File: config.mk
export PLATFORM = sky130hd
export DESIGN_NAME = pipe_stage_reg
export DESIGN_NICKNAME = d
export VERILOG_FILES = /design/src/rtl/pipe_pkg.sv /design/src/rtl/pipe_slot.sv /design/src/rtl/pipe_stage_reg.sv
export SDC_FILE = /design/constraint.sdc
export NUM_CORES = 1
export LEC_CHECK = 0
export ABC_CLOCK_PERIOD_IN_PS = 2400
export CAP_MARGIN = 20
export CORE_MARGIN = 2
export CORE_UTILIZATION = 52
export CTS_CLUSTER_DIAMETER = 30
export DETAILED_ROUTE_END_ITERATION = 12
export PLACE_DENSITY = 0.92
export SYNTH_ARGS = -nofsm -noshare
export SYNTH_HDL_FRONTEND = slang
export SYNTH_HIERARCHICAL = 1
export SYNTH_SLANG_ARGS = --single-unit
File: constraint.sdc
create_clock -name clk -period 2.4 [get_ports clk]
set_input_delay 0.48 -clock clk [delete_from_list [all_inputs] [get_ports clk]]
set_output_delay 0.48 -clock clk [all_outputs]
set_load 0.05 [all_outputs]
File: src/rtl/pipe_pkg.sv
// Shared types and constants for the inter-stage pipeline register.
package pipe_pkg;

  // Stage fill state: nothing held, main slot held, main and skid slots held.
  typedef enum logic [1:0] {
    EMPTY = 2'd0,
    MAIN  = 2'd1,
    FULL  = 2'd2
  } pipeStateT;

  // Widest control payload supported; CTRL_NOP is sliced down to CTRL_W.
  localparam int CTRL_MAX_W = 256;

  // Bubble control word: all-zero so downstream treats it as a NOP.
  localparam logic [CTRL_MAX_W-1:0] CTRL_NOP = '0;

  // Occupancy encoding, beats held.
  localparam logic [1:0] OCC_ZERO = 2'd0;
  localparam logic [1:0] OCC_ONE  = 2'd1;
  localparam logic [1:0] OCC_TWO  = 2'd2;

  // Occupancy follows directly from the fill state.
  function automatic logic [1:0] stateToOcc(input pipeStateT s);
    case (s)
      MAIN:    return OCC_ONE;
      FULL:    return OCC_TWO;
      default: return OCC_ZERO;
    endcase
  endfunction

endpackage

File: src/rtl/pipe_slot.sv
// One storage slot: valid flag plus datapath and control payloads.
// Clear invalidates the slot and zeroes control; data is left as-is.
module pipe_slot
  import pipe_pkg::*;
#(
  parameter int DATA_W = 64,
  parameter int CTRL_W = 10
) (
  input  logic              clk,
  input  logic              rst_n,
  input  logic              load,
  input  logic              clear,
  input  logic              loadValid,
  input  logic [DATA_W-1:0] loadData,
  input  logic [CTRL_W-1:0] loadCtrl,
  output logic              slotValid,
  output logic [DATA_W-1:0] slotData,
  output logic [CTRL_W-1:0] slotCtrl
);

  // Slot register; clear has priority so flush always wins over a load.
  always_ff @(posedge clk or negedge rst_n) begin
    if (!rst_n) begin
      slotValid <= 1'b0;
      slotData  <= '0;
      slotCtrl  <= CTRL_NOP[CTRL_W-1:0];
    end else if (clear) begin
      slotValid <= 1'b0;
      slotCtrl  <= CTRL_NOP[CTRL_W-1:0];
    end else if (load) begin
      slotValid <= loadValid;
      slotData  <= loadData;
      slotCtrl  <= loadCtrl;
    end
  end

endmodule

File: src/rtl/pipe_stage_reg.sv
// Inter-stage pipeline register with valid/ready flow control, stall,
// flush (bubble insertion) and an optional skid slot that registers in_ready.
module pipe_stage_reg
  import pipe_pkg::*;
#(
  parameter int DATA_W = 64,
  parameter int CTRL_W = 10,
  parameter int SKID   = 1,
  parameter int CNT_W  = 8
) (
  input  logic              clk,
  input  logic              rst_n,
  input  logic              flush,
  input  logic              in_valid,
  output logic              in_ready,
  input  logic [DATA_W-1:0] in_data,
  input  logic [CTRL_W-1:0] in_ctrl,
  output logic              out_valid,
  input  logic              out_ready,
  output logic [DATA_W-1:0] out_data,
  output logic [CTRL_W-1:0] out_ctrl,
  output logic [1:0]        occupancy,
  output logic [CNT_W-1:0]  flush_cnt
);

  pipeStateT stateReg;
  pipeStateT stateNext;

  logic inAccept;
  logic outAccept;

  logic mainLoad;
  logic mainClear;
  logic mainFromSkid;
  logic skidLoad;
  logic skidClear;

  logic              mainValid;
  logic [DATA_W-1:0] mainData;
  logic [CTRL_W-1:0] mainCtrl;
  logic              mainLoadValid;
  logic [DATA_W-1:0] mainLoadData;
  logic [CTRL_W-1:0] mainLoadCtrl;

  logic              skidValid;
  logic [DATA_W-1:0] skidData;
  logic [CTRL_W-1:0] skidCtrl;

  logic [CNT_W-1:0] flushCntReg;

  // Ready path: registered from state with a skid slot, combinational without.
  generate
    if (SKID != 0) begin : gReadySkid
      assign in_ready = (stateReg != FULL);
    end else begin : gReadyComb
      assign in_ready = !mainValid || out_ready;
    end
  endgenerate

  assign inAccept  = in_valid && in_ready;
  assign outAccept = mainValid && out_ready;

  // The main slot refills from the skid slot when draining FULL, else from upstream.
  assign mainLoadValid = mainFromSkid ? skidValid : 1'b1;
  assign mainLoadData  = mainFromSkid ? skidData  : in_data;
  assign mainLoadCtrl  = mainFromSkid ? skidCtrl  : in_ctrl;

  pipe_slot #(
    .DATA_W(DATA_W),
    .CTRL_W(CTRL_W)
  ) uMain (
    .clk       (clk),
    .rst_n     (rst_n),
    .load      (mainLoad),
    .clear     (mainClear),
    .loadValid (mainLoadValid),
    .loadData  (mainLoadData),
    .loadCtrl  (mainLoadCtrl),
    .slotValid (mainValid),
    .slotData  (mainData),
    .slotCtrl  (mainCtrl)
  );

  generate
    if (SKID != 0) begin : gSkid
      pipe_slot #(
        .DATA_W(DATA_W),
        .CTRL_W(CTRL_W)
      ) uSkid (
        .clk       (clk),
        .rst_n     (rst_n),
        .load      (skidLoad),
        .clear     (skidClear),
        .loadValid (1'b1),
        .loadData  (in_data),
        .loadCtrl  (in_ctrl),
        .slotValid (skidValid),
        .slotData  (skidData),
        .slotCtrl  (skidCtrl)
      );
    end else begin : gNoSkid
      assign skidValid = 1'b0;
      assign skidData  = '0;
      assign skidCtrl  = '0;
    end
  endgenerate

  // Fill-state register.
  always_ff @(posedge clk or negedge rst_n) begin
    if (!rst_n) begin
      stateReg <= EMPTY;
    end else begin
      stateReg <= stateNext;
    end
  end

  // Next state and slot controls; flush drops every held and incoming beat.
  always_comb begin
    stateNext    = stateReg;
    mainLoad     = 1'b0;
    mainClear    = 1'b0;
    mainFromSkid = 1'b0;
    skidLoad     = 1'b0;
    skidClear    = 1'b0;
    if (flush) begin
      stateNext = EMPTY;
      mainClear = 1'b1;
      skidClear = 1'b1;
    end else begin
      case (stateReg)
        EMPTY: begin
          if (inAccept) begin
            stateNext = MAIN;
            mainLoad  = 1'b1;
          end
        end
        MAIN: begin
          if (inAccept && outAccept) begin
            mainLoad = 1'b1;
          end else if (inAccept && (SKID != 0)) begin
            stateNext = FULL;
            skidLoad  = 1'b1;
          end else if (outAccept) begin
            stateNext = EMPTY;
            mainClear = 1'b1;
          end
        end
        FULL: begin
          if (outAccept) begin
            stateNext    = MAIN;
            mainLoad     = 1'b1;
            mainFromSkid = 1'b1;
            skidClear    = 1'b1;
          end
        end
        default: begin
          stateNext = EMPTY;
          mainClear = 1'b1;
          skidClear = 1'b1;
        end
      endcase
    end
  end

  // Saturating count of flush cycles for hazard-unit debug.
  always_ff @(posedge clk or negedge rst_n) begin
    if (!rst_n) begin
      flushCntReg <= '0;
    end else if (flush && (flushCntReg != '1)) begin
      flushCntReg <= flushCntReg + CNT_W'(1);
    end
  end

  assign out_valid = mainValid;
  assign out_data  = mainData;
  assign out_ctrl  = mainValid ? mainCtrl : CTRL_NOP[CTRL_W-1:0];
  assign occupancy = stateToOcc(stateReg);
  assign flush_cnt = flushCntReg;

endmodule

After elaboration in Yosys (flattened, before gate mapping)
Index checks and enable logic that the tools add are counted.

operators by class
  div/mod/pow operators = 0
  shift operators = 0
  reductions and logical operators = 12
  order comparisons = 0
  equality and inequality tests = 8
  add/subtract/negate cells = 1
  mux-type cells = 36
  multipliers = 0
  bitwise logic cells = 2

operators with widths
  cell                                           count
  two-way mux 64 bit                             1
  two-way mux 10 bit                             6
  two-way mux 1 bit                              18
  two-way mux 2 bit                              6
  != test 3 bit, second input constant           3
  adder 8 x 1 -> 8 bit, second input constant    1
  != test 8 bit, second input constant           1
  case mux 2 bit (3 select lines)                1
  logical AND 1 bit                              4
  != test 4 bit, second input constant           1
  case mux 1 bit (2 select lines)                2
  case mux 2 bit (2 select lines)                1
  AND reduction 2 bit                            2
  AND reduction 4 bit                            1
  nonzero test 2 bit                             2
  OR reduction 2 bit                             2
  case mux 1 bit (3 select lines)                1
  == test 2 x 1 -> 1 bit, second input constant  1
  == test 2 bit, second input constant           1
  logical NOT 2 bit                              1
  != test 2 bit, second input constant           1
  inverter 1 bit                                 2

storage, ports and cells
  input port bits = 79
  logic and storage cells = 67
  memories kept = 0
  memory bits (read-only) = 0
  RAM bits = 0
  output and inout port bits = 86
  bits in registers = 160
  bits in latches = 0

Longest topological paths before layout
Gate-level depths: netlist (run 1).

  depth in word-level cells = 8
  gate-level depth with buffers = 8
  depth with buffers taken out = 6

Cells and area by module
The synthesis (run 1) kept the hierarchy.

modules (own cells, without submodules)
  module          area an instance (sq um)  times used  cells an instance  seq. area each (sq um)
  pipe_slot       3128.0                    2           171                1876.8
  pipe_stage_reg  1626.6                    1           160                250.2

Least setup slack after synthesis (run 1)
Ideal clock, no wire load.

  path type = register to register
  start = reg stateReg[1]
  end = reg gSkid.uSkid.slotData[0]
  cell stages (with the launch flop) = 8
  required time = 2.275 ns
  slack = -0.152 ns
  setup time = 0.125 ns
  arrival time = 2.427 ns
  period minus slack after synthesis = 2.552 ns
  path buffers = 2
  cell sequence = dfrtp_1 -> nor2b_1 -> nand2_1 -> nor3_1 -> nor2b_4 -> buf_6 -> buf_12 -> mux2_4

on the way
  longest elaborated chain between the ends = 7
  elaborated cells between the ends (all ways) = 15
  those cells by class = 3 x eq/ne; 6 x mux; 1 x bitwise; 5 x reduce/logical

RTL lines
  what                                                           RTL line                                      source
  start, declared                                                pipe_stage_reg.sv:26                          pipeStateT stateReg;
  start signal, assigned                                         pipe_stage_reg.sv:113                         stateReg <= stateNext;
  != test 2 bit                                                  pipe_stage_reg.sv:54                          assign in_ready = (stateReg != FULL);
  logical AND 1 bit                                              pipe_stage_reg.sv:60                          assign inAccept = in_valid && in_ready;
  two-way mux 1 bit / logical AND 1 bit (equally long branches)  pipe_stage_reg.sv:140, pipe_stage_reg.sv:138
  two-way mux 1 bit                                              pipe_stage_reg.sv:138                         if (inAccept && outAccept) begin
  two-way mux 1 bit (*)                                          pipe_stage_reg.sv:130                         case (stateReg)
  two-way mux 1 bit (*)                                          pipe_stage_reg.sv:125                         if (flush) begin
  named net skidLoad                                             pipe_stage_reg.sv:35                          logic skidLoad;
  AND reduction 2 bit (no source line) (*)                       n/a
  end signal, assigned                                           pipe_slot.sv:32                               slotData <= loadData;
  end, declared                                                  pipe_slot.sv:17                               output logic [DATA_W-1:0] slotData,

Mark *: on every way through the listed nets, which the timed path passes. The rest lies on a longest branch.
A chain may end at the register's enable or synchronous reset.

Final worst setup path (run 1)
  start = reg uMain.slotValid
  end = out out_valid

RTL lines
  what                    RTL line              source
  start, declared         pipe_slot.sv:16       output logic slotValid,
  start signal, assigned  pipe_slot.sv:31       slotValid <= loadValid;
  end, declared           pipe_stage_reg.sv:18  output logic out_valid,

No word-level cell between the ends.

==> results of run 1 <==
## state kept, by name, indices dropped and copies added, names as in the netlist
register / flops
gSkid.uSkid/slotCtrl: 10
uMain/slotData: 64
flush_cnt: 8
uMain/slotValid: 1
gSkid.uSkid/slotValid: 1
stateReg: 2
gSkid.uSkid/slotData: 64
uMain/slotCtrl: 10
## worst paths after layout
check	from	end	cells past startpoint	slack (ns)
max	uMain/slotValid	out_valid	2	0.12
min	rst_n	uMain/slotCtrl[2]	1	0.04
max reg2reg	stateReg[0]	uMain/slotData[2]	7	0.31
min reg2reg	uMain/slotData[58]	uMain/slotData[58]	1	0.49
max in group asynchronous	rst_n	flush_cnt[1]	2	1.70
min in group clk	uMain/slotData[58]	uMain/slotData[58]	1	0.49
## synthesized netlist by cell type (4+ instances only)
library cell    n
dfrtp_1       160
mux2_4        120
mux2_1         57
mux2_2         27
nor2_1         24
mux2i_1        23
buf_12         16
and2_1         11
nand2_1         7
a21oi_1         5
clkbuf_1        5
inv_1           4
nand3_1         4
## layout make-up
cell class	count	area, um2
Timing Repair Buffer	193	1972
Sequential cell	160	4004
Fill cell	943	4755
Multi-Input combinational cell	308	3453
Clock inverter	14	166.4
Clock buffer	18	429.2
Tap cell	188	235.2
Inverter	4	18.77
## per-layer routing
metal  vias up  track usage (%)
met4         0            6.141
li1       2137                -
met2       152            35.52
met1      2435            27.96
met5         -                0
met3        13            6.616
## report_power, final
group          internal (mW)  leakage (nW)  switching (mW)
clock network           1.63         0.282            1.08
logic                   1.83          2.28            2.09
registers               3.50          1.98           0.540
## through the flow
step,cells,power (mW)
floorplan,502,6.651
global route,885,11.14
global placement,853,7.832
finish,885,10.68
CTS,885,10.77
detailed placement,853,7.993
## cells by family (layout without fill, tap and decap cells)
| logic type | after synthesis | after routing |
|---|---|---|
| flops | 160 | 160 |
| buf+inv | 34 | 229 |
| xor+xnor | 4 | 4 |
| other cells | 1 | 1 |
| mux | 227 | 227 |
| fa+ha+maj | 1 | 1 |
| simple gates | 61 | 61 |
| compound gates | 14 | 14 |
## what timing repair did
action / CTS / global route
gates resized for setup: 11 / 1
endpoints found under the setup margin: 11 / 1
endpoints found under the hold margin: 0 / 0
==> metrics, run 1 <==
setup TNS=0 ns; hold_buf cts=0; main combinational cell family by area after synthesis=multiplexers; Post-Place Cell Area=9694 um2; Starting Density=52.43%; hold slack final=0.03828 ns; Peak VDD IR=670.4 uV; routed wl met2=8412 um; Routed Antenna Nets=0; slowest cell delay on critical path=0.82 ns; critical path class=register to output pin; Remaining DRCs=0; Die W=127.1 um; status=completed; Net Count, Synth=582; routed len/inst=18.99 um; global route total overflow=0; most frequent cells in the layout=dfrtp_1, clkdlybuf4s50_1, mux2_4, mux2_1, mux2_2; # diodes=0; Layout Skew=0.01055 ns; multiplexer share of the synthesized area=37.78%; 1st-iter DRT viols=299; CP max stage cell=clkdlybuf4s50_1; hpwl dp=11790 um; adder-cell share of the synthesized area=0.1587%; Final Critical Period=2.279 ns; async set-reset flop share out of synthesis=100.0%; core area=15030 um2; port bufs=164; Max Cap Viol=0; Final Wtd Congestion=0.8298; Post-CTS Setup Bufs=0; layout cells sized above 1=31.13%; endpoint class of the critical path=output pin; vias in the first global route=5284; Clock Path Buffers=2; Worst-path clk slew=0.06 ns; clk sinks=160; Compound-Gate Fraction of Synth Area=1.143%; Mapped Area=7883 um2; WP data arrival=1.80 ns; CTS tree=done; Highest Signal Layer=met4; CTS Buf Count=17; Via Count=4737; Util after Layout=68.37%; Slew Limit Headroom=62.87%; critical-path cell list=buf_4, clkdlybuf4s50_1; Synth Area in XOR/XNOR=0.4444%; pre-CTS setup slack=-0.1154 ns; RSZ-0062 raised after global routing=false; Final #Nets=764; LEAKAGE=4.547 nW; GR Util All Layers=21.62%; Period Utilization, post-route=94.96%; Critical Path RT=1.92 ns; count of state elements after synthesis=160; fin area=10280 um2; Post-synth EDFFs=0; Cell variety after synth=36; worst slew pin tran=0.5552 ns; startpoint types=register; final setup vio count=0; Cell Rows=45; drt pass-1 iters=4; routed wl met3=974 um; CP Buf/Inv Count=2; Die Height=127.1 um; max-slew violation total from the final report=0; Die Area=16160 um2; hold crit path type=input pin to async pin; Seq/Total Area, Yosys=50.79%; area delta synth->final=30.40%; htree depth=4; P per Cell Area=1039 nW/um2; DRT met1 WL=7260 um; most common cell after layout, fill and taps aside=dfrtp_1; Top delay family on crit path=buffers and inverters; Hold Vio Cnt, Final=0; Synth Warn #=6; initial antenna violation count=0; ranking of synthesized cells by area=dfrtp_1, mux2_4, mux2_1; largest net degree at the start of global routing=55; Post-Synthesis Cells=502; vias per std cell=5.353; synthesized area per cell=15.70 um2; routed wire length=16810 um; Yosys top cell area share=50.79%; root buffer cell=clkbuf_16; cell taking the most area after synthesis=dfrtp_1; fmax=438.8 MHz; Main synth FF type=dfrtp_1; latest clock arrival within the worst-skew pair=0.41 ns; first-pass GRT wire length=27550 um; post-synthesis simple-gate area fraction=4.143%; I/O pins=165; critical path peak fanout=12; slack of the critical path=0.1209 ns
Power figures use the tool's default switching activity.
==> run 2, diff against run 1 <==
--- a/config.mk
+++ b/config.mk
@@ -5,13 +5,12 @@
 export SDC_FILE = /design/constraint.sdc
 export NUM_CORES = 1
 export LEC_CHECK = 0
-export ABC_CLOCK_PERIOD_IN_PS = 2400
 export CAP_MARGIN = 20
-export CORE_MARGIN = 2
 export CORE_UTILIZATION = 52
 export CTS_CLUSTER_DIAMETER = 30
 export DETAILED_ROUTE_END_ITERATION = 12
 export PLACE_DENSITY = 0.92
+export SKIP_LAST_GASP = 1
 export SYNTH_ARGS = -nofsm -noshare
 export SYNTH_HDL_FRONTEND = slang
 export SYNTH_HIERARCHICAL = 1
==> metrics, run 2 (synthesized netlist as in run 1, its figures left out) <==
routed len/inst=18.81 um (-0.99%); Hold Vio Cnt, Final=5 (+5); port bufs=164 (unchanged); Final Critical Period=2.339 ns (+0.05985 ns); Post-Place Cell Area=9822 um2 (+1.3%); Critical Path RT=1.92 ns (about the same); hold crit path type=input pin to async pin; latest clock arrival within the worst-skew pair=0.42 ns (about the same); fmax=427.5 MHz (-2.6%); CTS Buf Count=17 (unchanged); global route total overflow=0 (unchanged); # diodes=0 (unchanged); worst slew pin tran=0.5544 ns (-0.0007414 ns); status=finished, violations left; most common cell after layout, fill and taps aside=dfrtp_1; Max Cap Viol=0 (unchanged); Final Wtd Congestion=0.8290 (about the same); Slew Limit Headroom=62.65% (-0.23 points); Starting Density=53.83% (+1.4 points); failing checks=DRC, hold timing; vias per std cell=5.299 (-0.99%); hold slack final=-0.007479 ns (-0.04576 ns); Layout Skew=0.007335 ns (-0.003215 ns); Period Utilization, post-route=97.46% (+2.5 points); endpoint class of the critical path=output pin; biggest regs=gSkid.uSkid/slotData: 64 flops, uMain/slotData: 64 flops; WP data arrival=1.86 ns (+0.06 ns); layout cells sized above 1=31.78% (+0.65 points); root buffer cell=clkbuf_16; max-slew violation total from the final report=0 (unchanged); RSZ-0062 raised after global routing=false; first-pass GRT wire length=27420 um (-0.48%); 1st-iter DRT viols=179 (-40%); GR Util All Layers=22.40% (+0.78 points); htree depth=4 (unchanged); Via Count=4727 (-0.21%); slack of the critical path=0.06104 ns (-0.05985 ns); hpwl dp=11790 um (about the same); critical path class=register to output pin; largest net degree at the start of global routing=64 (+16%); routed wire length=16780 um (-0.20%); area delta synth->final=31.24%; P per Cell Area=1014 nW/um2 (-2.5%); startpoint types=register; Remaining DRCs=18 (+18); I/O pins=165 (unchanged); hold_buf cts=0 (unchanged); LEAKAGE=4.596 nW (+1.1%); pre-CTS setup slack=-0.1009 ns (+0.01447 ns); Post-CTS Setup Bufs=0 (unchanged); fin area=10340 um2 (+0.65%); Die Height=125.1 um (-1.6%); clk sinks=160 (unchanged); drt pass-1 iters=10 (+6); initial antenna violation count=0 (unchanged); Cell Rows=44 (-2.2%); CTS tree=done; Clock Path Buffers=2 (unchanged); final setup vio count=0 (unchanged); Die W=125.1 um (-1.6%); Worst-path clk slew=0.06 ns (about the same); core area=14640 um2 (-2.6%); vias in the first global route=5304 (+0.38%); Routed Antenna Nets=0 (unchanged); Die Area=15660 um2 (-3.1%); most frequent cells in the layout=dfrtp_1, clkdlybuf4s50_1, mux2_4, mux2_1, buf_4; Util after Layout=70.64% (+2.3 points); Final #Nets=778 (+1.8%); critical path peak fanout=7 (-5); Peak VDD IR=671.1 uV (+0.11%)
## run 2: per-stage QoR
step / instances / TNS, ns / power, mW
floorplan: 502 / 0 / 6.651
global placement: 863 / -2.568 / 7.844
detailed placement: 863 / -7.150 / 7.996
CTS: 892 / 0 / 10.55
global route: 892 / 0 / 10.88
finish: 892 / 0 / 10.49
## run 2: worst paths after layout
path                               startpoint                        to  slack [ns]  cells past startpoint
min reg2reg                uMain/slotData[60]        uMain/slotData[60]        0.48                      1
min in group clk           uMain/slotData[60]        uMain/slotData[60]        0.48                      1
max reg2reg                       stateReg[0]        uMain/slotData[58]        0.30                      7
min                                     rst_n         uMain/slotCtrl[1]      -0.007                      1
max in group asynchronous               rst_n  gSkid.uSkid/slotData[13]        1.70                      2
max                               stateReg[1]              occupancy[0]        0.06                      2
## run 2: power by group
group | switching (mW) | internal, mW
clock | 1.02 | 1.49
combinational | 2.08 | 1.83
sequential | 0.557 | 3.51
total | 3.66 | 6.82
## run 2: worst max-delay path, stage by stage, from the launching register on
cell             delay (ns)
dfrtp_1                0.46
nor2b_2                0.16
clkdlybuf4s50_1        0.82
## run 2: cell type report
class | instances | area (um2)
Fill cell | 956 | 4299
Sequential cell | 160 | 4004
Multi-Input combinational cell | 308 | 3453
Timing Repair Buffer | 207 | 2101
Clock buffer | 23 | 478.0
Tap cell | 184 | 230.2
Clock inverter | 6 | 60.06
Inverter | 4 | 18.77
## run 2: timing repair
item                                    CTS  global route
endpoints found under the hold margin     0             0
gates resized for setup                  12             0
endpoints found under the setup margin   12             0
## run 2: layer usage
metal	global-route usage (%)	share of wire (%)	up-vias
li1	-	-	2163
met1	25.96	41	2398
met2	39.24	52	144
met4	7.102	1.4	0
met3	7.360	6.5	22
met5	0	0	-
